[src/rtl/instr_fetch_unit_if.sv]
`default_nettype none
// ============================================================================
// Module      : instr_fetch_unit_if
// Description : Control, redirect, ROM and instruction-output signals of the
//               instruction fetch stage, bundled for the fetch unit port.
// Revision    : 1.0 - initial release
// ============================================================================
interface instr_fetch_unit_if #(
    parameter int ADDR_W = 14
);
    logic              i_fetch_req;
    logic              i_pc_we;
    logic [31:0]       i_pc_next;
    logic [ADDR_W-1:0] o_rom_addr;
    logic [31:0]       i_rom_data;
    logic [31:0]       o_instr;
    logic [31:0]       o_instr_pc;
    logic              o_instr_valid;
    logic              o_busy;
    logic              o_fault;
    logic [31:0]       o_fetch_cnt;

    // Fetch unit side
    modport slave (
        input  i_fetch_req, i_pc_we, i_pc_next, i_rom_data,
        output o_rom_addr, o_instr, o_instr_pc, o_instr_valid,
               o_busy, o_fault, o_fetch_cnt
    );

    // Control FSM / ROM / environment side
    modport master (
        output i_fetch_req, i_pc_we, i_pc_next, i_rom_data,
        input  o_rom_addr, o_instr, o_instr_pc, o_instr_valid,
               o_busy, o_fault, o_fetch_cnt
    );
endinterface
`default_nettype wire

[src/rtl/instr_fetch_unit.sv]
`default_nettype none
// ============================================================================
// Module      : instr_fetch_unit
// Description : Multicycle fetch stage. Holds the PC, addresses a ROM with a
//               one-cycle registered read, captures the word into the
//               instruction register, handles redirects/flushes, flags
//               misaligned or out-of-range fetches and counts fetches.
// Revision    : 1.0 - initial release
// ============================================================================
module instr_fetch_unit #(
    parameter logic [31:0] RESET_PC = 32'h0000_0000,
    parameter int          ADDR_W   = 14
) (
    input  wire               clk,
    input  wire               rst_n,
    instr_fetch_unit_if.slave bus
);

    localparam logic [31:0] NOP = 32'h0000_0013;

    typedef enum logic [1:0] {
        IDLE    = 2'd0,
        ISSUE   = 2'd1,
        CAPTURE = 2'd2,
        FAULT   = 2'd3
    } state_t;

    state_t      state;
    state_t      state_nxt;
    logic [31:0] pc;
    logic [31:0] check_pc;
    logic        check_bad;
    logic        pc_load;
    logic        capture;
    logic        fault_set;
    logic        fault_clr;

    // A request in IDLE is validated against the PC it will actually use,
    // which is the redirect target when a redirect arrives in the same cycle.
    assign check_pc  = bus.i_pc_we ? bus.i_pc_next : pc;
    assign check_bad = (check_pc[1:0] != 2'b00) || (|check_pc[31:ADDR_W]);

    assign bus.o_rom_addr = pc[ADDR_W-1:0];
    assign bus.o_busy     = (state == ISSUE) || (state == CAPTURE);

    // State register
    always_ff @(posedge clk or negedge rst_n) begin
        if (!rst_n) begin
            state <= IDLE;
        end else begin
            state <= state_nxt;
        end
    end

    // Next-state and datapath control; a redirect in ISSUE/CAPTURE flushes
    // the in-flight fetch instead of capturing it.
    always_comb begin
        state_nxt = state;
        pc_load   = 1'b0;
        capture   = 1'b0;
        fault_set = 1'b0;
        fault_clr = 1'b0;
        case (state)
            IDLE: begin
                pc_load = bus.i_pc_we;
                if (bus.i_fetch_req) begin
                    if (check_bad) begin
                        fault_set = 1'b1;
                        state_nxt = FAULT;
                    end else begin
                        state_nxt = ISSUE;
                    end
                end
            end
            ISSUE: begin
                if (bus.i_pc_we) begin
                    pc_load   = 1'b1;
                    state_nxt = IDLE;
                end else begin
                    state_nxt = CAPTURE;
                end
            end
            CAPTURE: begin
                state_nxt = IDLE;
                if (bus.i_pc_we) begin
                    pc_load = 1'b1;
                end else begin
                    capture = 1'b1;
                end
            end
            FAULT: begin
                if (bus.i_pc_we) begin
                    pc_load   = 1'b1;
                    fault_clr = 1'b1;
                    state_nxt = IDLE;
                end
            end
            default: state_nxt = IDLE;
        endcase
    end

    // PC, instruction register, valid pulse, fault flag and fetch counter
    always_ff @(posedge clk or negedge rst_n) begin
        if (!rst_n) begin
            pc                <= RESET_PC;
            bus.o_instr       <= NOP;
            bus.o_instr_pc    <= 32'h0000_0000;
            bus.o_instr_valid <= 1'b0;
            bus.o_fault       <= 1'b0;
            bus.o_fetch_cnt   <= 32'h0000_0000;
        end else begin
            bus.o_instr_valid <= capture;
            if (pc_load) begin
                pc <= bus.i_pc_next;
            end else if (capture) begin
                pc <= pc + 32'd4;
            end
            if (capture) begin
                bus.o_instr     <= bus.i_rom_data;
                bus.o_instr_pc  <= pc;
                bus.o_fetch_cnt <= bus.o_fetch_cnt + 32'd1;
            end
            if (fault_set) begin
                bus.o_fault <= 1'b1;
            end else if (fault_clr) begin
                bus.o_fault <= 1'b0;
            end
        end
    end

endmodule
`default_nettype wire

[src/flat_wrapper.sv]
// flat-port wrapper written by rule: the top's interface ports become plain ports
module instr_fetch_unit_flat 
#(
    parameter logic [31:0] RESET_PC = 32'h0000_0000,
    parameter int          ADDR_W   = 14
)
  (clk, rst_n, bus_i_fetch_req, bus_i_pc_we, bus_i_pc_next, bus_i_rom_data, bus_o_rom_addr, bus_o_instr, bus_o_instr_pc, bus_o_instr_valid, bus_o_busy, bus_o_fault, bus_o_fetch_cnt);
  instr_fetch_unit_if #(.ADDR_W(ADDR_W)) bus_i ();
  input  wire clk;
  input  wire rst_n;
  input wire logic [$bits(bus_i.i_fetch_req)-1:0] bus_i_fetch_req;
  input wire logic [$bits(bus_i.i_pc_we)-1:0] bus_i_pc_we;
  input wire logic [$bits(bus_i.i_pc_next)-1:0] bus_i_pc_next;
  input wire logic [$bits(bus_i.i_rom_data)-1:0] bus_i_rom_data;
  output wire logic [$bits(bus_i.o_rom_addr)-1:0] bus_o_rom_addr;
  output wire logic [$bits(bus_i.o_instr)-1:0] bus_o_instr;
  output wire logic [$bits(bus_i.o_instr_pc)-1:0] bus_o_instr_pc;
  output wire logic [$bits(bus_i.o_instr_valid)-1:0] bus_o_instr_valid;
  output wire logic [$bits(bus_i.o_busy)-1:0] bus_o_busy;
  output wire logic [$bits(bus_i.o_fault)-1:0] bus_o_fault;
  output wire logic [$bits(bus_i.o_fetch_cnt)-1:0] bus_o_fetch_cnt;
  assign bus_i.i_fetch_req = bus_i_fetch_req;
  assign bus_i.i_pc_we = bus_i_pc_we;
  assign bus_i.i_pc_next = bus_i_pc_next;
  assign bus_i.i_rom_data = bus_i_rom_data;
  assign bus_o_rom_addr = bus_i.o_rom_addr;
  assign bus_o_instr = bus_i.o_instr;
  assign bus_o_instr_pc = bus_i.o_instr_pc;
  assign bus_o_instr_valid = bus_i.o_instr_valid;
  assign bus_o_busy = bus_i.o_busy;
  assign bus_o_fault = bus_i.o_fault;
  assign bus_o_fetch_cnt = bus_i.o_fetch_cnt;
  instr_fetch_unit #(.RESET_PC(RESET_PC), .ADDR_W(ADDR_W)) u_core (.clk(clk), .rst_n(rst_n), .bus(bus_i));
endmodule
[config.mk]
export PLATFORM = sky130hd
export DESIGN_NAME = instr_fetch_unit_flat
export DESIGN_NICKNAME = d
export VERILOG_FILES = /design/src/rtl/instr_fetch_unit_if.sv /design/src/rtl/instr_fetch_unit.sv /design/src/flat_wrapper.sv
export SDC_FILE = /design/constraint.sdc
export NUM_CORES = 1
export LEC_CHECK = 0
export BUFFER_PORTS_ARGS = -buffer_cell sky130_fd_sc_hd__buf_2
export CAP_MARGIN = 5
export CORE_ASPECT_RATIO = 0.8
export CORE_MARGIN = 2
export CORE_UTILIZATION = 48
export DETAILED_ROUTE_END_ITERATION = 6
export PLACE_DENSITY = 0.84
export SKIP_LAST_GASP = 1
export SYNTH_ARGS = -nofsm -noshare
export SYNTH_HDL_FRONTEND = slang
export SYNTH_SLANG_ARGS = --single-unit
[constraint.sdc]
create_clock -name clk -period 2.4 [get_ports clk]
set_input_delay 0.6 -clock clk [delete_from_list [all_inputs] [get_ports clk]]
set_output_delay 0.6 -clock clk [all_outputs]
set_load 0.1 [all_outputs]
Yosys cells after proc, flatten, opt, wreduce, memory -nomap -nowiden. Cells that the tools add are included.

Bits of input ports: 68. Register bits after elaboration: 132. Logic and storage cells: 41.

Muxes and demuxes: 18. Reductions and logical operators: 9. $add $sub $neg: 2. Eq/ne operators: 5.

Operators by type and width (count): $mux W32 (3); $add A32 B1 Y32 const B (1); $add A32 B3 Y32 const B (1); $reduce_or A18 Y1 (1); $mux W1 (9); $mux W2 (4); $pmux W2 S4 (1); $reduce_bool A2 Y1 (3); $eq A2 B2 Y1 const B (2); $ne A2 B2 Y1 const B (2); $reduce_or A3 Y1 (1); $eq A2 B1 Y1 const B (1); $logic_not A2 Y1 (1); $logic_or A1 B1 Y1 (2); $pmux W1 S2 (1); $reduce_and A2 Y1 (1).

Longest topological paths before layout. Gate-level depths: netlist of the first run.

Word-level depth: 7. Mapped depth: 9. Depth with buffers taken out: 7.

Worst setup path before layout of the first run. OpenSTA, ideal clock, no wires.

Path kind: register to register. From: register u_core.bus.o_fetch_cnt[0] (netlist name). To: register u_core.bus.o_fetch_cnt[20] (netlist name). Cell stages (with the launch flop): 7. Required time: 2.238 ns. Library setup time: 0.162 ns. Setup slack: -0.055 ns. Arrival time: 2.293 ns. Path through: dfrtp_1 > ha_1 > nand3_1 > or2_2 > clkbuf_1 > nor4b_1 > xor2_1.

Cells in the longest elaborated chain, start to end: 1.

RTL lines: start: declaration (line instr_fetch_unit_if.sv:27) `o_busy, o_fault, o_fetch_cnt`; start signal: assignment (line instr_fetch_unit.sv:121) `bus.o_fetch_cnt <= bus.o_fetch_cnt + 32'd1;`; $add A32 B1 Y32 (line instr_fetch_unit.sv:121).

Every way passes these cells. A chain may end at the register's enable or synchronous reset.

Worst setup path in the final report of the first run.
From: register u_core.state[0]. To: register u_core.pc[24].

Cells in the longest elaborated chain, start to end: 4. Elaborated cells on any way between the ends: 9. Those cells by class: 3 x eq/ne; 3 x mux; 3 x reduce/logical.

RTL lines: start: declaration (line instr_fetch_unit.sv:28) `state_t state;`; start signal: assignment (line instr_fetch_unit.sv:51) `state <= state_nxt;`; $eq A2 B2 Y1 / $eq A2 B1 Y1 (equally long branches) (line instr_fetch_unit.sv:63) `case (state)`; $reduce_or A3 Y1 (no line); $pmux W1 S2 (line instr_fetch_unit.sv:63); $mux W32 / $reduce_bool A2 Y1 (equally long branches); end signal: assignment (line instr_fetch_unit.sv:114) `pc <= bus.i_pc_next;`; end signal: assignment (line instr_fetch_unit.sv:116) `pc <= pc + 32'd4;`; end: declaration (line instr_fetch_unit.sv:30) `logic [31:0] pc;`.

Several ways; a longest one is shown, not always the timed one.

==> impl_metrics.json, run 1 <==
{
  "detail_route.first_pass.iterations": 7,
  "cp-end-kind": "flip-flop",
  "rows": 37,
  "wl_per_cell_um": 15.92,
  "hold_viol_final": 0,
  "maxCapViolations": 0,
  "seq_area_frac_synth_pct": 53.43,
  "gp_congestion": 0.9635,
  "synth_cell_type_count": 42,
  "vias": 5611,
  "ir_worst_vdd_v": 0.001446,
  "r2r_setup_slack_ps": 120,
  "grt_antenna_before_repair": 0,
  "drive_gt1_share_pct": 28.24,
  "slew_violations": 0,
  "yosysTopAreaCell": "dfrtp_1",
  "synth.net_count": 754,
  "final-seq-area_mm2": 0.003309,
  "synth_area_leaders": "dfrtp_1, nand2_1, xor2_1",
  "cts_setup_buffers": 0,
  "p_sw_mw": 6.963,
  "initial_core_util_pct": 48.62,
  "hold_path.class": "in2async",
  "ys_seq_elements": 132,
  "core-area_mm2": 0.01273,
  "fin_cells": 1032,
  "fin_tns_setup_ps": 0,
  "yosys_warnings": 0,
  "drc": 0,
  "fin_area_mm2": 0.007934,
  "clock_sinks": 132,
  "synth_area_per_cell_um2": 9.102,
  "place_area_mm2": 0.007213,
  "pwr-share-comb_pct": 50.0,
  "arrival_ps": 2600,
  "num_antenna_cells": 0,
  "power_frac_seq_pct": 25.8,
  "synth_common_cells": "nand2_1, dfrtp_1, nand4_1",
  "root_buffer": "clkbuf_16",
  "grt_start_max_net_pins": 52,
  "synth_cells": 680,
  "fin_skew_ps": 7.715,
  "drt_wl_total_um": 16430,
  "rsz0062_at_grt": "false",
  "die_x_um": 131.0,
  "clock_power_share_pct": 24.2,
  "hpwl_um": 11520,
  "cts_made_buffers": 17,
  "cts_resized": 0,
  "yosysMostFrequentCell": "nand2_1",
  "grt_usage_pct": 24.93,
  "clk_pin_slew_ps": 60,
  "swShare_pct": 53.87,
  "viasPerCell": 5.437,
  "power_density_mw_per_mm2": 1629,
  "h-tree-depth": 4,
  "multi_input_area_mm2": 0.002604,
  "cts_tree": "built",
  "total_power_mw": 12.93,
  "fill_cells": 1064,
  "dp.cells": 1000,
  "holdWs_ps": 108.7,
  "syn_area_mm2": 0.006190,
  "clk_path_buf_depth": 2,
  "io_buffers": 180,
  "dp_worst_setup_slack_ps": 175.7,
  "finalCritPeriodShare_pct": 95.08,
  "p_int_mw": 5.964,
  "outcome": "finished clean",
  "fin_util_pct": 62.32,
  "synthToLayoutAreaGrowth_pct": 28.18,
  "critPathMaxFanout": 12,
  "setup_violations": 0,
  "worst-setup-path-type": "reg2reg",
  "io_pins": 181,
  "grt_pass1_vias": 5353,
  "grt_overflow_total": 0,
  "setup_slack_ps": 118.0,
  "synth_top_cell_area_share_pct": 52.15,
  "leakage_nw": 4.032,
  "synth_flop_cell": "dfrtp_1",
  "fin_crit_ps": 2282,
  "drt-initial-drc-count": 443,
  "dieArea_mm2": 0.01383,
  "async_reset_ff_share_pct": 100.0,
  "grt_pass1_wl_um": 26880,
  "nNetsFinal": 918,
  "max_freq_mhz": 438.2,
  "synth-edff-count": 0,
  "tightest_slew_ps": 740.6,
  "cp_data_required_time_ps": 2710,
  "worstSkewPairLatency_ps": 410,
  "crit_path_start_kind": "flip-flop",
  "drtAntennaViolNets": 0,
  "relSlewSlack_pct": 50.17,
  "die_y_um": 105.6,
  "holdBufCountCts": 0
}
## worst paths after layout
kind,start,end,depth (start not counted)
setup / recovery,u_core.state[0]$_DFFE_PN0P_,u_core.pc[24]$_DFFE_PN0N_,6
max in group asynchronous,rst_n,u_core.bus.o_fetch_cnt[1]$_DFFE_PN0P_,2
min in group clk,bus_i_rom_data[1],u_core.bus.o_instr[1]$_DFFE_PN1P_,3
hold / removal,rst_n,u_core.bus.o_instr_pc[4]$_DFFE_PN0P_,1
setup reg to reg,u_core.state[0]$_DFFE_PN0P_,u_core.pc[24]$_DFFE_PN0N_,6
hold reg to reg,u_core.bus.o_fetch_cnt[31]$_DFFE_PN0P_,u_core.bus.o_fetch_cnt[31]$_DFFE_PN0P_,1
## metal layers
layer	vias up	routed length, µm	global-route usage (%)
met5	-	0	0
met4	0	351	9.271
met3	37	1344	6.142
met2	248	7532	37.01
met1	2686	7199	35.46
li1	2640	-	-
## layout by cell type (no fill, tap or decap), types with 18 or more instances in the layout
master   count
nand2_1    240
dfrtp_1    127
xor2_1      21
xnor2_1     20
nand3_1     24
nand4_1     28
nor2_1      18
buf_2      179
## layout make-up
class	instances	area share, %
inverters	10	0.4731
flip-flops and latches	132	41.71
multi-input cells	489	32.82
well taps	175	2.760
clock buffers	21	5.930
clock inverters	11	3.075
repair buffers	194	13.23
## sequential cells by signal (all words and copies together), names as in the netlist
| register | count |
|---|---|
| u_core.bus.o_instr_pc | 32 |
| u_core.pc | 32 |
| u_core.state | 2 |
| u_core.bus.o_instr_valid | 1 |
| u_core.bus.o_fault | 1 |
| u_core.bus.o_fetch_cnt | 32 |
| u_core.bus.o_instr | 32 |
## worst max-delay path, cell delays in order (launching register included)
cell     delay [ps]
dfrtp_1         410
inv_1           110
ha_1            250
nand3_1         180
or4_4           560
or4_1           440
a31oi_1         230
## power groups by stage
stage	sequential, mW	clock (mW)	combinational, mW
floorplan	7.27	0	1.44
global placement	3.33	0	6.42
detailed placement	3.35	0	6.49
CTS	3.33	3.16	6.50
global route	3.42	3.28	6.76
finish	3.34	3.12	6.47
## kinds of logic after synthesis
logic type	count (synthesis)	share of synthesized area, %
AOI/OAI and AO/OA	53	5.640
muxes	3	0.5256
DFF	132	53.43
buffers and inverters	59	4.649
adders and majority gates	6	1.213
xor gates and xnor gates	41	5.802
and+or+nand+nor	386	28.74
Note: power is estimated with default switching activity, not from simulation.
==> run 2, diff against run 1 <==
--- a/config.mk
+++ b/config.mk
@@ -12,6 +12,7 @@
 export CORE_UTILIZATION = 48
 export DETAILED_ROUTE_END_ITERATION = 6
 export PLACE_DENSITY = 0.84
+export SETUP_SLACK_MARGIN = 0.4
 export SKIP_LAST_GASP = 1
 export SYNTH_ARGS = -nofsm -noshare
 export SYNTH_HDL_FRONTEND = slang
==> constraint.sdc (replaced) <==
create_clock -name clk -period 2.2 [get_ports clk]
set_input_delay 0.55 -clock clk [delete_from_list [all_inputs] [get_ports clk]]
set_output_delay 0.55 -clock clk [all_outputs]
set_load 0.1 [all_outputs]
==> run 2 against run 1 <==
  * Setup slack improved by 57 ps
  * Register-to-register slack improved by 60 ps
  * Final cell count rose by 3.1%
  * Clock skew rose by 0.76 ps
  * Worst hold slack got worse by 4.9 ps
  * Die area did not move
  * Fmax rose by 13%
==> impl_metrics.json, run 2 (synthesis gave the netlist of run 1 again) <==
{
  "wl_per_cell_um": 16.42,
  "grt_overflow_total": 0,
  "drc": 0,
  "h-tree-depth": 4,
  "finalCritPeriodShare_pct": 92.06,
  "drtAntennaViolNets": 0,
  "outcome": "finished clean",
  "max_freq_mhz": 493.7,
  "cp_data_required_time_ps": 2520,
  "fin_area_mm2": 0.008602,
  "initial_core_util_pct": 48.62,
  "cp_slowest_cell": "or4_4",
  "grt_pass1_wl_um": 27880,
  "clk_pin_slew_ps": 60,
  "hold_path.class": "in2async",
  "grt_antenna_before_repair": 1,
  "fin_tns_setup_ps": 0,
  "viasPerCell": 5.462,
  "grt_start_max_net_pins": 55,
  "cts_tree": "built",
  "cts_made_buffers": 17,
  "wl_met1_um": 7425,
  "dp_worst_setup_slack_ps": 26.84,
  "maxCapViolations": 0,
  "vias": 5812,
  "critPathMaxFanout": 6,
  "fin_crit_ps": 2025,
  "top_layer": "met4",
  "grt_usage_pct": 25.88,
  "layout_common_cells": "nand2_1, buf_2, dfrtp_1, buf_4, nand4_1",
  "crit_path_start_kind": "flip-flop",
  "tightest_slew_ps": 692.8,
  "leakage_nw": 4.246,
  "fin_skew_ps": 8.479,
  "drive_gt1_share_pct": 37.39,
  "fill_cells": 981,
  "clk_path_buf_depth": 2,
  "core-area_mm2": 0.01273,
  "io_pins": 181,
  "hold_viol_final": 0,
  "die_x_um": 131.0,
  "gp_congestion": 0.9248,
  "ir_worst_vdd_v": 0.001444,
  "arrival_ps": 2340,
  "worstSkewPairLatency_ps": 410,
  "setup_slack_ps": 174.6,
  "drt-initial-drc-count": 492,
  "detail_route.first_pass.iterations": 6,
  "grt_pass1_vias": 5640,
  "setup_violations": 0,
  "critical_path.cell_chain": "inv_2, ha_4, buf_4, nand3_2, or4_4, or4_1, a31oi_1",
  "synthToLayoutAreaGrowth_pct": 38.97,
  "rows": 37,
  "cp-end-kind": "flip-flop",
  "drt_wl_total_um": 17480,
  "worst-setup-path-type": "reg2reg",
  "rsz0062_at_grt": "true",
  "root_buffer": "clkbuf_16",
  "place_area_mm2": 0.007545,
  "final_common_cell": "nand2_1",
  "nNetsFinal": 949,
  "hpwl_um": 11750,
  "max_stage_delay_ps": 480,
  "dieArea_mm2": 0.01383,
  "die_y_um": 105.6,
  "io_buffers": 180,
  "dr_wl_met2_um": 8329,
  "wl_met3_um": 1368,
  "relSlewSlack_pct": 53.39,
  "power_density_mw_per_mm2": 1643,
  "clock_sinks": 132,
  "slew_violations": 0
}
run 2: worst paths after layout:
| kind | start | to | slack [ps] | cells past startpoint |
|---|---|---|---|---|
| worst min-delay path | rst_n | u_core.bus.o_instr_pc[4]$_DFFE_PN0P_ | 100 | 1 |
| max in group asynchronous | rst_n | u_core.bus.o_fetch_cnt[4]$_DFFE_PN0P_ | 1450 | 2 |
| worst min register to register | u_core.bus.o_instr[4]$_DFFE_PN1P_ | u_core.bus.o_instr[4]$_DFFE_PN1P_ | 460 | 2 |
| min in group clk | bus_i_rom_data[4] | u_core.bus.o_instr[4]$_DFFE_PN1P_ | 330 | 3 |
| worst max register to register | u_core.state[0]$_DFFE_PN0P_ | u_core.pc[28]$_DFFE_PN0N_ | 170 | 7 |
| worst max-delay path | u_core.state[0]$_DFFE_PN0P_ | u_core.pc[28]$_DFFE_PN0N_ | 170 | 7 |
run 2: critical path, delay by kind of cell, from the launching register on:
family / cells / cell delay (ps)
DFF: 1 / 410
adders and majority gates: 1 / 140
and+or+nand+nor: 3 / 980
buffers and inverters: 2 / 210
AOI/OAI and AO/OA: 1 / 200
run 2: power by group:
part | total, mW | switching [mW] | internal (mW)
Combinational | 7.47 | 6.17 | 1.30
Sequential | 3.65 | 0.487 | 3.16
Clock | 3.01 | 1.06 | 1.96
Total | 14.1 | 7.71 | 6.42
run 2: final cells by class:
| cell class | count | area, µm² | area share [%] |
|---|---|---|---|
| Multi-Input combinational cell | 490 | 2844 | 33.06 |
| Timing Repair Buffer | 224 | 1461 | 16.99 |
| Inverter | 10 | 42.54 | 0.4945 |
| Clock buffer | 20 | 456.7 | 5.309 |
| Sequential cell | 132 | 3398 | 39.51 |
| Clock inverter | 12 | 177.7 | 2.065 |
| Tap cell | 175 | 219.0 | 2.545 |
| Antenna cell | 1 | 2.502 | 0.02909 |
run 2: routing by layer:
layer	vias to the layer above	GRT usage, %
li1	2695	-
met5	-	0
met3	41	7.005
met2	288	39.79
met1	2788	35.21
met4	0	9.422
run 2: metrics by stage:
stage                     util [%]  hold slack, ps  total power [mW]  cells
after floorplan                  -           254.4             9.558    680
after global placement       59.26           445.1             10.68   1016
after detailed placement     59.26           451.2             10.77   1016
after CTS                    66.33           114.5             14.06   1058
after global routing         67.55           137.4             14.69   1063
final                        67.57           103.8             14.13   1064
run 2: timing repair:
action                     CTS  global route
setup endpoints to repair   90           125
hold buffers                 0             0
setup buffers                9             5
pin swaps                    9            11
gates resized for setup     67            36
gates cloned                 1             0
==> run 3, diff against run 2 <==
--- a/config.mk
+++ b/config.mk
@@ -11,7 +11,8 @@
 export CORE_MARGIN = 2
 export CORE_UTILIZATION = 48
 export DETAILED_ROUTE_END_ITERATION = 6
-export PLACE_DENSITY = 0.84
+export PLACE_DENSITY = 0.75
+export REMOVE_ABC_BUFFERS = 1
 export SETUP_SLACK_MARGIN = 0.4
 export SKIP_LAST_GASP = 1
 export SYNTH_ARGS = -nofsm -noshare
==> run 3 against run 2 <==
  * Non-clock buffer count up 19
  * Die area is the same
  * Setup slack better by 46 ps
  * Critical path type unchanged
  * Largest power group unchanged
  * Highest routed layer unchanged
==> impl_metrics.json, run 3 (synthesis gave the netlist of run 1 again) <==
{
  "max_stage_delay_ps": 600,
  "maxCapViolations": 0,
  "rows": 37,
  "wl_per_cell_um": 17.21,
  "cts_tree": "built",
  "grt_overflow_total": 0,
  "dp_worst_setup_slack_ps": 115.8,
  "leakage_nw": 4.512,
  "grt_antenna_before_repair": 0,
  "worstSkewPairLatency_ps": 410,
  "grt_usage_pct": 25.64,
  "h-tree-depth": 4,
  "num_antenna_cells": 0,
  "core-area_mm2": 0.01273,
  "dieArea_mm2": 0.01383,
  "detail_route.first_pass.iterations": 7,
  "setup_slack_ps": 220.3,
  "rsz0062_at_grt": "true",
  "initial_core_util_pct": 48.62,
  "fill_cells": 942,
  "grt_pass1_vias": 5444,
  "relSlewSlack_pct": 51.81,
  "multi_input_area_mm2": 0.002909,
  "die_x_um": 131.0,
  "drt_wl_total_um": 18620,
  "fin_skew_ps": 11.49,
  "holdBufCountCts": 0,
  "io_pins": 181,
  "gp_congestion": 0.8808,
  "hpwl_um": 11120,
  "cp-end-kind": "flip-flop",
  "final_common_cell": "nand2_1",
  "vias": 5974,
  "power_density_mw_per_mm2": 1636,
  "layout_common_cells": "nand2_1, buf_2, dfrtp_1, buf_4, nand4_1",
  "cts_made_buffers": 17,
  "drt-initial-drc-count": 642,
  "io_buffers": 180,
  "max_freq_mhz": 505.1,
  "clock_sinks": 132,
  "outcome": "finished clean",
  "worst-setup-path-type": "reg2reg",
  "die_y_um": 105.6,
  "root_buffer": "clkbuf_16",
  "crit_path_start_kind": "flip-flop",
  "holdWs_ps": 84.80,
  "clk_pin_slew_ps": 60,
  "synthToLayoutAreaGrowth_pct": 43.32,
  "nNetsFinal": 968,
  "fin_crit_ps": 1980,
  "final-seq-area_mm2": 0.003329,
  "grt_pass1_wl_um": 27780,
  "viasPerCell": 5.521,
  "drive_gt1_share_pct": 37.49,
  "slew_violations": 0,
  "critPathMaxFanout": 7,
  "cp_slowest_cell": "or4_1",
  "drtAntennaViolNets": 0,
  "cp_data_required_time_ps": 2530,
  "clk_path_buf_depth": 2,
  "drc": 0,
  "grt_start_max_net_pins": 54,
  "fin_tns_setup_ps": 0,
  "ir_worst_vdd_v": 0.001231,
  "hold_path.class": "in2async",
  "setup_violations": 0,
  "tightest_slew_ps": 716.3,
  "arrival_ps": 2310,
  "hold_viol_final": 0,
  "finalCritPeriodShare_pct": 89.99,
  "critical_path.cell_chain": "nand4_2, or4_1, or4_4, a31oi_1"
}
run 3: path summary, 6_finish.rpt:
kind	start	endpoint	slack, ps	cells after the start
max reg2reg	u_core.pc[8]$_DFFE_PN0N_	u_core.pc[30]$_DFFE_PN0N_	220	4
max in group asynchronous	rst_n	u_core.pc[13]$_DFFE_PN0N_	1460	2
max	u_core.pc[8]$_DFFE_PN0N_	u_core.pc[30]$_DFFE_PN0N_	220	4
min in group clk	bus_i_rom_data[4]	u_core.bus.o_instr[4]$_DFFE_PN1P_	320	3
min reg2reg	u_core.bus.o_instr[4]$_DFFE_PN1P_	u_core.bus.o_instr[4]$_DFFE_PN1P_	460	2
min	rst_n	u_core.bus.o_fetch_cnt[17]$_DFFE_PN0P_	80	1
run 3: stage by stage:
step	utilization [%]	std cells	total power, mW	instance area, µm²
2_1_floorplan	-	631	9.385	5939
6_report	69.68	1082	14.52	8871
3_5_place_dp	57.19	1011	10.71	7281
4_1_cts	65.38	1054	14.20	8323
3_3_place_gp	57.19	1011	10.65	7281
5_1_grt	69.68	1082	15.09	8871
run 3: repair_timing:
action                     in CTS  in global routing
gates resized for setup        81                 82
gates cloned                    2                  3
pin swaps                       8                 35
buffers inserted                9                 25
setup endpoints to repair     111                107
run 3: cell type report:
type | count | area share [%]
Timing Repair Buffer | 243 | 19.32
Tap cell | 175 | 2.468
Clock buffer | 19 | 4.993
Clock inverter | 13 | 2.327
Sequential cell | 132 | 37.53
Inverter | 10 | 0.5642
Multi-Input combinational cell | 490 | 32.79
run 3: layer usage:
metal  share of wire (%)  track usage, %
met1                  43           36.63
met2                  49           39.71
met3                 7.0           6.294
met4                 1.5           5.699
met5                   0               0
run 3: power by group:
group          internal (mW)  switching (mW)
registers               3.15           0.489
clock network           2.04            1.09
logic                   1.50            6.25
run 3: worst max-delay path, delay by kind of cell (launching register included):
kind,cells,cell delay [ps]
flip-flops,1,450
AO/OA/AOI/OAI,1,190
AND/OR/NAND/NOR,3,1260
